### src/rtl/sat_add_pkg.sv
// Shared types and helpers for the round-robin saturating-adder scheduler.
package sat_add_pkg;

   typedef logic req_id_t;

   typedef enum logic {
      StEmpty,
      StFull
   } out_state_e;

   // Identity and saturation flag of a result; the sum width lives with the user.
   typedef struct packed {
      req_id_t id;
      logic    sat;
   } res_tag_t;

   function automatic int sat_max(input int width);
      return (1 << (width - 1)) - 1;
   endfunction

   function automatic int sat_min(input int width);
      return -(1 << (width - 1));
   endfunction

endpackage

### src/rtl/signed_add_sat_core.sv
// Combinational two's-complement adder that clamps to MAX/MIN on overflow.
module signed_add_sat_core
   import sat_add_pkg::*;
#(
   parameter int unsigned WIDTH = 4
) (
   input  logic [WIDTH-1:0] a,
   input  logic [WIDTH-1:0] b,
   output logic [WIDTH-1:0] sum,
   output logic             sat
);

   localparam logic [WIDTH-1:0] MaxVal = WIDTH'(sat_max(WIDTH));
   localparam logic [WIDTH-1:0] MinVal = WIDTH'(sat_min(WIDTH));

   logic [WIDTH-1:0] raw;
   logic             ovf;

   always_comb begin
      raw = a + b;
      // Overflow only when both operands share a sign and the raw sum flips it.
      ovf = (a[WIDTH-1] == b[WIDTH-1]) && (raw[WIDTH-1] != a[WIDTH-1]);
      sat = ovf;
      if (ovf) begin
         sum = a[WIDTH-1] ? MinVal : MaxVal;
      end else begin
         sum = raw;
      end
   end

endmodule

### src/rtl/sat_add_rr_scheduler.sv
// Two requesters share one saturating adder through a round-robin arbiter,
// a single valid/ready result register and per-requester saturation counters.
module sat_add_rr_scheduler
   import sat_add_pkg::*;
#(
   parameter int unsigned WIDTH = 4,
   parameter int unsigned CNT_W = 8
) (
   input  logic             clk,
   input  logic             rst_n,
   input  logic             in0_valid,
   output logic             in0_ready,
   input  logic [WIDTH-1:0] in0_a,
   input  logic [WIDTH-1:0] in0_b,
   input  logic             in1_valid,
   output logic             in1_ready,
   input  logic [WIDTH-1:0] in1_a,
   input  logic [WIDTH-1:0] in1_b,
   output logic             out_valid,
   input  logic             out_ready,
   output logic [WIDTH-1:0] out_sum,
   output req_id_t          out_id,
   output logic             out_sat,
   input  logic             cnt_clr,
   output logic [CNT_W-1:0] sat_cnt0,
   output logic [CNT_W-1:0] sat_cnt1
);

   typedef struct packed {
      logic [WIDTH-1:0] sum;
      res_tag_t         tag;
   } res_t;

   out_state_e       state_q, state_d;
   res_t             res_q, res_d;
   req_id_t          rr_last_q, rr_last_d;
   logic [CNT_W-1:0] cnt0_q, cnt0_d, cnt1_q, cnt1_d;

   logic             grant0, grant1, slot_free, accept;
   req_id_t          acc_id;
   logic [WIDTH-1:0] op_a, op_b, core_sum;
   logic             core_sat;

   // Arbiter: a lone requester wins; under contention the one not served last wins.
   always_comb begin
      grant0    = in0_valid & (~in1_valid | rr_last_q);
      grant1    = in1_valid & (~in0_valid | ~rr_last_q);
      slot_free = (state_q == StEmpty) | out_ready;
      in0_ready = grant0 & slot_free;
      in1_ready = grant1 & slot_free;
      accept    = in0_ready | in1_ready;
      acc_id    = grant1;
      op_a      = grant1 ? in1_a : in0_a;
      op_b      = grant1 ? in1_b : in0_b;
   end

   signed_add_sat_core #(
      .WIDTH (WIDTH)
   ) u_core (
      .a   (op_a),
      .b   (op_b),
      .sum (core_sum),
      .sat (core_sat)
   );

   always_comb begin
      state_d   = state_q;
      res_d     = res_q;
      rr_last_d = rr_last_q;
      case (state_q)
         StEmpty: begin
            if (accept) begin
               state_d = StFull;
            end
         end
         StFull: begin
            if (!accept && out_ready) begin
               state_d = StEmpty;
            end
         end
         default: state_d = StEmpty;
      endcase
      if (accept) begin
         res_d.sum     = core_sum;
         res_d.tag.id  = acc_id;
         res_d.tag.sat = core_sat;
         rr_last_d     = acc_id;
      end
   end

   // Counters stick at all-ones; a clear overrides a same-cycle increment.
   always_comb begin
      cnt0_d = cnt0_q;
      cnt1_d = cnt1_q;
      if (cnt_clr) begin
         cnt0_d = '0;
         cnt1_d = '0;
      end else if (accept && core_sat) begin
         if (!acc_id && (cnt0_q != '1)) begin
            cnt0_d = cnt0_q + CNT_W'(1);
         end
         if (acc_id && (cnt1_q != '1)) begin
            cnt1_d = cnt1_q + CNT_W'(1);
         end
      end
   end

   always_ff @(posedge clk or negedge rst_n) begin
      if (!rst_n) begin
         state_q   <= StEmpty;
         res_q     <= '0;
         rr_last_q <= 1'b1;
         cnt0_q    <= '0;
         cnt1_q    <= '0;
      end else begin
         state_q   <= state_d;
         res_q     <= res_d;
         rr_last_q <= rr_last_d;
         cnt0_q    <= cnt0_d;
         cnt1_q    <= cnt1_d;
      end
   end

   always_comb begin
      out_valid = (state_q == StFull);
      out_sum   = res_q.sum;
      out_id    = res_q.tag.id;
      out_sat   = res_q.tag.sat;
      sat_cnt0  = cnt0_q;
      sat_cnt1  = cnt1_q;
   end

endmodule

### config.mk
export PLATFORM = sky130hd
export DESIGN_NAME = sat_add_rr_scheduler
export DESIGN_NICKNAME = d
export VERILOG_FILES = /design/src/rtl/sat_add_pkg.sv /design/src/rtl/signed_add_sat_core.sv /design/src/rtl/sat_add_rr_scheduler.sv
export SDC_FILE = /design/constraint.sdc
export NUM_CORES = 1
export LEC_CHECK = 0
export ABC_AREA = 0
export CORE_MARGIN = 5
export CORE_UTILIZATION = 30
export CTS_CLUSTER_DIAMETER = 150
export DETAILED_ROUTE_END_ITERATION = 12
export HOLD_SLACK_MARGIN = 0.15
export PLACE_DENSITY = 0.64
export SYNTH_ARGS = -nofsm -noshare
export SYNTH_HDL_FRONTEND = slang
export SYNTH_HIERARCHICAL = 1
export SYNTH_SLANG_ARGS = --single-unit
### constraint.sdc
create_clock -name clk -period 4.3 [get_ports clk]
set_clock_uncertainty 0.05 [all_clocks]
set_input_delay 0.86 -clock clk [delete_from_list [all_inputs] [get_ports clk]]
set_output_delay 0.86 -clock clk [all_outputs]
set_load 0.02 [all_outputs]
---- Word level (Yosys, flattened, before mapping) ----
Index checks and enable logic that the tools add are counted.
word-level totals
  output and inout bits ................... 25
  register bits after elaboration ......... 24
  input bits .............................. 22
  word-level logic and storage cells ...... 51
cells by class
  bitwise operators ....................... 12
  eq/ne operators ......................... 4
  reduce and logical (&&, ||, !) cells .... 12
  add/sub/neg operators ................... 3
  multiplexer cells ....................... 13
operators by type and width
  kind                                         count
  2-to-1 mux 8 bit                             6
  adder 8 x 1 -> 8 bit, second input constant  2
  2-to-1 mux 4 bit                             4
  != test 8 bit, second input constant         2
  nonzero test 2 bit                           3
  logical AND 1 bit                            5
  adder 4 bit                                  1
  bitwise AND 1 bit                            4
  inverter 1 bit                               4
  bitwise OR 1 bit                             4
  AND reduction 2 bit                          2
  logical NOT 1 bit                            2
  2-to-1 mux 1 bit                             2
  case mux 1 bit (2 select lines)              1
  equality test 1 bit                          1
  != test 1 bit                                1

---- Longest topological paths before layout ----
Gate-level depths: netlist (run 1).
  depth in word-level cells ............... 10
  mapped depth ............................ 12
  depth with buffers taken out ............ 10

---- Hierarchy ----
The synthesis (run 1) kept the hierarchy.
modules (own cells, without submodules)
  module                area each (um^2)  cells each  instances  sequential area each (um^2)
  sat_add_rr_scheduler  1331.3            129         1          601.8
  signed_add_sat_core   205.2             27          1          0.0

---- Worst setup path after synthesis (run 1) ----
OpenSTA, ideal clock, no wires.
  path kind ............................... input -> register
  from .................................... input in0_valid
  to ...................................... register cnt0_q[4] (netlist: sat_cnt0[4])
  buffers on the path ..................... 2
  path slack .............................. 0.536 ns
  stages on the path ...................... 12
  data arrival time ....................... 3.590 ns
  required time ........................... 4.125 ns
  library setup time ...................... 0.125 ns
  cell sequence ........................... buf_4 > a21boi_4 > mux2_2 > ha_1 > a21o_1 > a211oi_2 > o21bai_1 > and2_1 > and4_1 > clkbuf_1 > nand4_1 > mux2_2
on the way
  cells in the longest elaborated chain, start to end .. 10
  elaborated cells between the ends (all ways) .. 19
  those cells by class .................... add/sub (1); eq/ne (2); mux (2); bitwise (7); reduce/logical (7)
RTL lines
  what                           RTL line                     text
  start: declaration             sat_add_rr_scheduler.sv:11   input logic in0_valid,
  inverter 1 bit                 sat_add_rr_scheduler.sv:47   grant1 = in1_valid & (~in0_valid | ~rr_last_q);
  bitwise OR 1 bit               sat_add_rr_scheduler.sv:47
  bitwise AND 1 bit              sat_add_rr_scheduler.sv:47
  2-to-1 mux 4 bit               sat_add_rr_scheduler.sv:53   op_a = grant1 ? in1_a : in0_a;
  named net op_a[1]              sat_add_rr_scheduler.sv:41   logic [WIDTH-1:0] op_a, op_b, core_sum;
  adder 4 bit                    signed_add_sat_core.sv:20    raw = a + b;
  != test 1 bit                  signed_add_sat_core.sv:22    ovf = (a[WIDTH-1] == b[WIDTH-1]) && (raw[WIDTH-1] != a[WIDTH-1]);
  logical AND 1 bit              signed_add_sat_core.sv:22
  named net core_sat             sat_add_rr_scheduler.sv:42   logic core_sat;
  logical AND 1 bit              sat_add_rr_scheduler.sv:98   end else if (accept && core_sat) begin
  nonzero test 2 bit (no line)   -
  AND reduction 2 bit (no line)  -
  end signal: assignment         sat_add_rr_scheduler.sv:119  cnt0_q <= cnt0_d;
  end: declaration               sat_add_rr_scheduler.sv:37   logic [CNT_W-1:0] cnt0_q, cnt0_d, cnt1_q, cnt1_d;
The timed path passes the listed nets, and every way through them passes these cells.
A chain may end at the register's enable or synchronous reset.

---- Worst setup path in the final report (run 1) ----
  from .................................... input in1_valid
  to ...................................... register cnt1_q[2] (netlist: sat_cnt1[2])
on the way
  cells in the longest elaborated chain, start to end .. 8
  elaborated cells between the ends (all ways) .. 18
  those cells by class .................... add/sub (1); eq/ne (2); mux (2); bitwise (7); reduce/logical (6)
RTL lines
  what                           RTL line                     text
  start: declaration             sat_add_rr_scheduler.sv:15   input logic in1_valid,
  bitwise AND 1 bit              sat_add_rr_scheduler.sv:47
  2-to-1 mux 4 bit               sat_add_rr_scheduler.sv:54   op_b = grant1 ? in1_b : in0_b;
  named net op_b[2]              sat_add_rr_scheduler.sv:41
  adder 4 bit                    signed_add_sat_core.sv:20
  != test 1 bit                  signed_add_sat_core.sv:22
  logical AND 1 bit              signed_add_sat_core.sv:22
  named net core_sat             sat_add_rr_scheduler.sv:42
  logical AND 1 bit              sat_add_rr_scheduler.sv:98
  nonzero test 2 bit (no line)   -
  AND reduction 2 bit (no line)  -
  end signal: assignment         sat_add_rr_scheduler.sv:120  cnt1_q <= cnt1_d;
  end: declaration               sat_add_rr_scheduler.sv:37
The timed path passes the listed nets, and every way through them passes these cells.

==> results of run 1 <==
[area by class of cell]
type / instances / share of cell area
timing repair buffer: 52 / 0.233
inverter: 8 / 0.0139
clock inverter: 1 / 0.0139
sequential: 24 / 0.278
multi-input combinational: 118 / 0.402
clock buffer: 3 / 0.0191
tap: 70 / 0.0404
[sequential cells by signal, indices dropped and copies added, names as in the netlist]
name	flops
out_sum	4
rr_last_q	1
out_valid	1
sat_cnt1	8
out_id	1
sat_cnt0	8
out_sat	1
[power by group]
group          total [W]  internal [W]  switching, W
Combinational   0.000210      0.000111     0.0000989
Sequential      0.000264      0.000249     0.0000153
Clock           0.000195      0.000124     0.0000702
Total           0.000669      0.000484      0.000184
[worst paths after layout]
check	from	end	cells after the start
max	in1_valid	sat_cnt1[2]$_DFFE_PN0P_	11
max in group asynchronous	rst_n	sat_cnt0[4]$_DFFE_PN0P_	1
max reg2reg	rr_last_q$_DFFE_PN1P_	sat_cnt1[2]$_DFFE_PN0P_	10
min in group asynchronous	rst_n	sat_cnt1[2]$_DFFE_PN0P_	1
min reg2reg	out_sum[2]$_DFFE_PN0P_	out_sum[2]$_DFFE_PN0P_	1
min	out_sum[2]$_DFFE_PN0P_	out_sum[2]$_DFFE_PN0P_	1
[synth_stat cells (all sizes together) (4+ instances only)]
library cell,number,share of area
buf,4,0.018
ha,5,0.041
a31oi,5,0.020
mux2,15,0.11
dfrtp,23,0.37
a21oi,11,0.036
nand3,7,0.023
nor2,10,0.024
nand2,7,0.017
nand4,4,0.016
nor2b,5,0.020
and2,4,0.017
inv,8,0.020
[logic make-up (layout without fill, tap and decap cells)]
kind of cell | after synthesis | in the layout
AND/OR/NAND/NOR | 57 | 57
AO/OA/AOI/OAI | 35 | 35
flip-flops | 24 | 24
multiplexers | 17 | 17
buffers and inverters | 14 | 64
adder cells (fa/ha/maj) | 7 | 7
XOR/XNOR | 2 | 2
[stage by stage]
stage	instance area [µm²]	cells	total power (W)	hold WS (ps)	setup WS, ps
global route	2170	276	0.000709	496	22.3
finish	2170	276	0.000669	464	330
CTS	2170	276	0.000681	474	335
detailed placement	2090	272	0.000482	450	61.3
floorplan	1540	156	0.000388	478	536
global placement	2090	272	0.000477	442	128
[per-layer routing]
| metal | wire length, µm | GRT usage | vias to the layer above |
|---|---|---|---|
| li1 | - | - | 679 |
| met1 | 1600 | 0.143 | 640 |
| met2 | 1860 | 0.208 | 27 |
| met3 | 152 | 0.0263 | 2 |
| met4 | 19 | 0.0152 | 0 |
| met5 | 0 | 0 | - |
==> run_results.csv, run 1 <==
group,metric,value,unit
outcome,run_status,"completed",
clocking,ctsHoldBuffers,0,
setup_path,rrSetupSlack,1030,ps
sta,worst-slew-pin-transition,1080,ps
logic_synthesis,synth_xor_area_frac,0.0114,
finish,diodes,0,
sta,period_share,0.923,
finish,postLayoutCoreUtil,0.430,
logic_synthesis,synth_cell_types,47,
sta,finalCriticalPeriod,3970,ps
clocking,cts_root_buffer,"clkbuf_8",
global_routing,gr-total-overflow,0,
routing,drtIter0Drc,56,
setup_path,path_cells,"clkdlybuf4s50_1 > a21boi_4 > buf_4 > mux2_2 > ha_1 > a31oi_1 > o21bai_1 > o2111ai_2 > buf_4 > or3_1 > a21oi_1",
die,die_w,81.6,µm
sta,tns,0,ps
global_routing,grt_pass1_wl,5.98,mm
setup_path,cpMostUsedCell,"buf_4",
setup_path,cp_max_fo,10,
setup_path,crit_family,"compound AO/OA/AOI/OAI gates",
logic_synthesis,synthesis.area,0.00154,mm²
logic_synthesis,ys.warnings.count,6,
setup_path,path_class,"primary input to flip-flop",
routing,via_count,1348,
finish,multi_input_area,870,µm²
global_routing,antenna_found_initial,0,
logic_synthesis,synth_edf_count,0,
logic_synthesis,synthMuxAreaShare,0.123,
routing,drc_errors,0,
clocking,numClockSinks,24,
finish,nets,235,
die,core-area,0.00504,mm²
sta,final-hold-violation-count,0,
routing,wl_per_cell,13.1,µm
power,ir_worst_vdd,0.000206,V
finish,final_cell_mix,"clkdlybuf4s50_1, dfrtp_1, mux2_2",
setup_path,end_kind,"flip-flop",
logic_synthesis,yosys.area_share.simple,0.208,
routing,drt-total-wl,3.63,mm
setup_path,cp-start-kind,"primary input",
routing,ant_nets,0,
routing,drtPass1Iterations,4,
sta,clock.fmax,252,MHz
clocking,post_cts_buffers,0,
sta,slew_viol_final,0,
die,io-pin-count,47,
clocking,ctsResizeCount,0,
clocking,cts-htree-levels,1,
flow_run,cap_violations,0,
clocking,clock_latency,260,ps
min_path,hold_path_class,"flip-flop to flip-flop",
clocking,numCtsBuffers,3,
clocking,cts_tree,"done",
die,initial_utilization,0.305,
setup_path,path_buf_inv,3,
setup_path,required,4430,ps
logic_synthesis,synth_compound_area_frac,0.163,
finish,final_common_cell,"clkdlybuf4s50_1",
logic_synthesis,ys.flop_type,"dfrtp_1",
logic_synthesis,synth_top_family_by_area,"simple AND/OR/NAND/NOR gates",
power,p_per_area,309,mW/mm²
placement,place_congestion,0.784,
routing,viasPerCell,4.88,
setup_path,max_stage_delay,470,ps
sta,setup_violations,0,
sta,relSlewSlack,0.276,
die,placementRows,26,
setup_path,slowest_stage,"clkdlybuf4s50_1",
sta,rsz0062_at_grt,"false",
logic_synthesis,synthCells,156,
finish,syn_to_final_growth,41.0,%
finish,nFillCells,507,
global_routing,grt_pass1_vias,1247,
logic_synthesis,synth_fa_ha_area_frac,0.0603,
setup_path,worstPathArrival,4100,ps
power,p_leak,0.852,nW
global_routing,grt.total_usage,0.116,
logic_synthesis,async_reset_ff_frac,1.00,
die,die_y,81.6,µm
logic_synthesis,yosys_register_bits,24,
global_routing,grt_max_degree,25,
placement,io_buffers,46,
finish,drive_gt1_frac,0.155,
die,dieArea,0.00665,mm²
logic_synthesis,synth_nets,184,
clocking,cts.clk_slew.worst_paths,90,ps
placement,dp_hpwl,2.90,mm
logic_synthesis,yosysSeqAreaShare,0.392,
finish,register_area,602,µm²
clocking,cts_buffer_depth,2,
logic_synthesis,syn_avg_cell_area,9.85,µm²
Note: power is estimated with default switching activity, not from simulation.
==> run 2, diff against run 1 <==
--- a/config.mk
+++ b/config.mk
@@ -12,6 +12,7 @@
 export DETAILED_ROUTE_END_ITERATION = 12
 export HOLD_SLACK_MARGIN = 0.15
 export PLACE_DENSITY = 0.64
+export SKIP_CTS_REPAIR_TIMING = 1
 export SYNTH_ARGS = -nofsm -noshare
 export SYNTH_HDL_FRONTEND = slang
 export SYNTH_HIERARCHICAL = 1
==> results of run 2 <==
The final DEF is identical to that of run 1; final timing and power are the same.
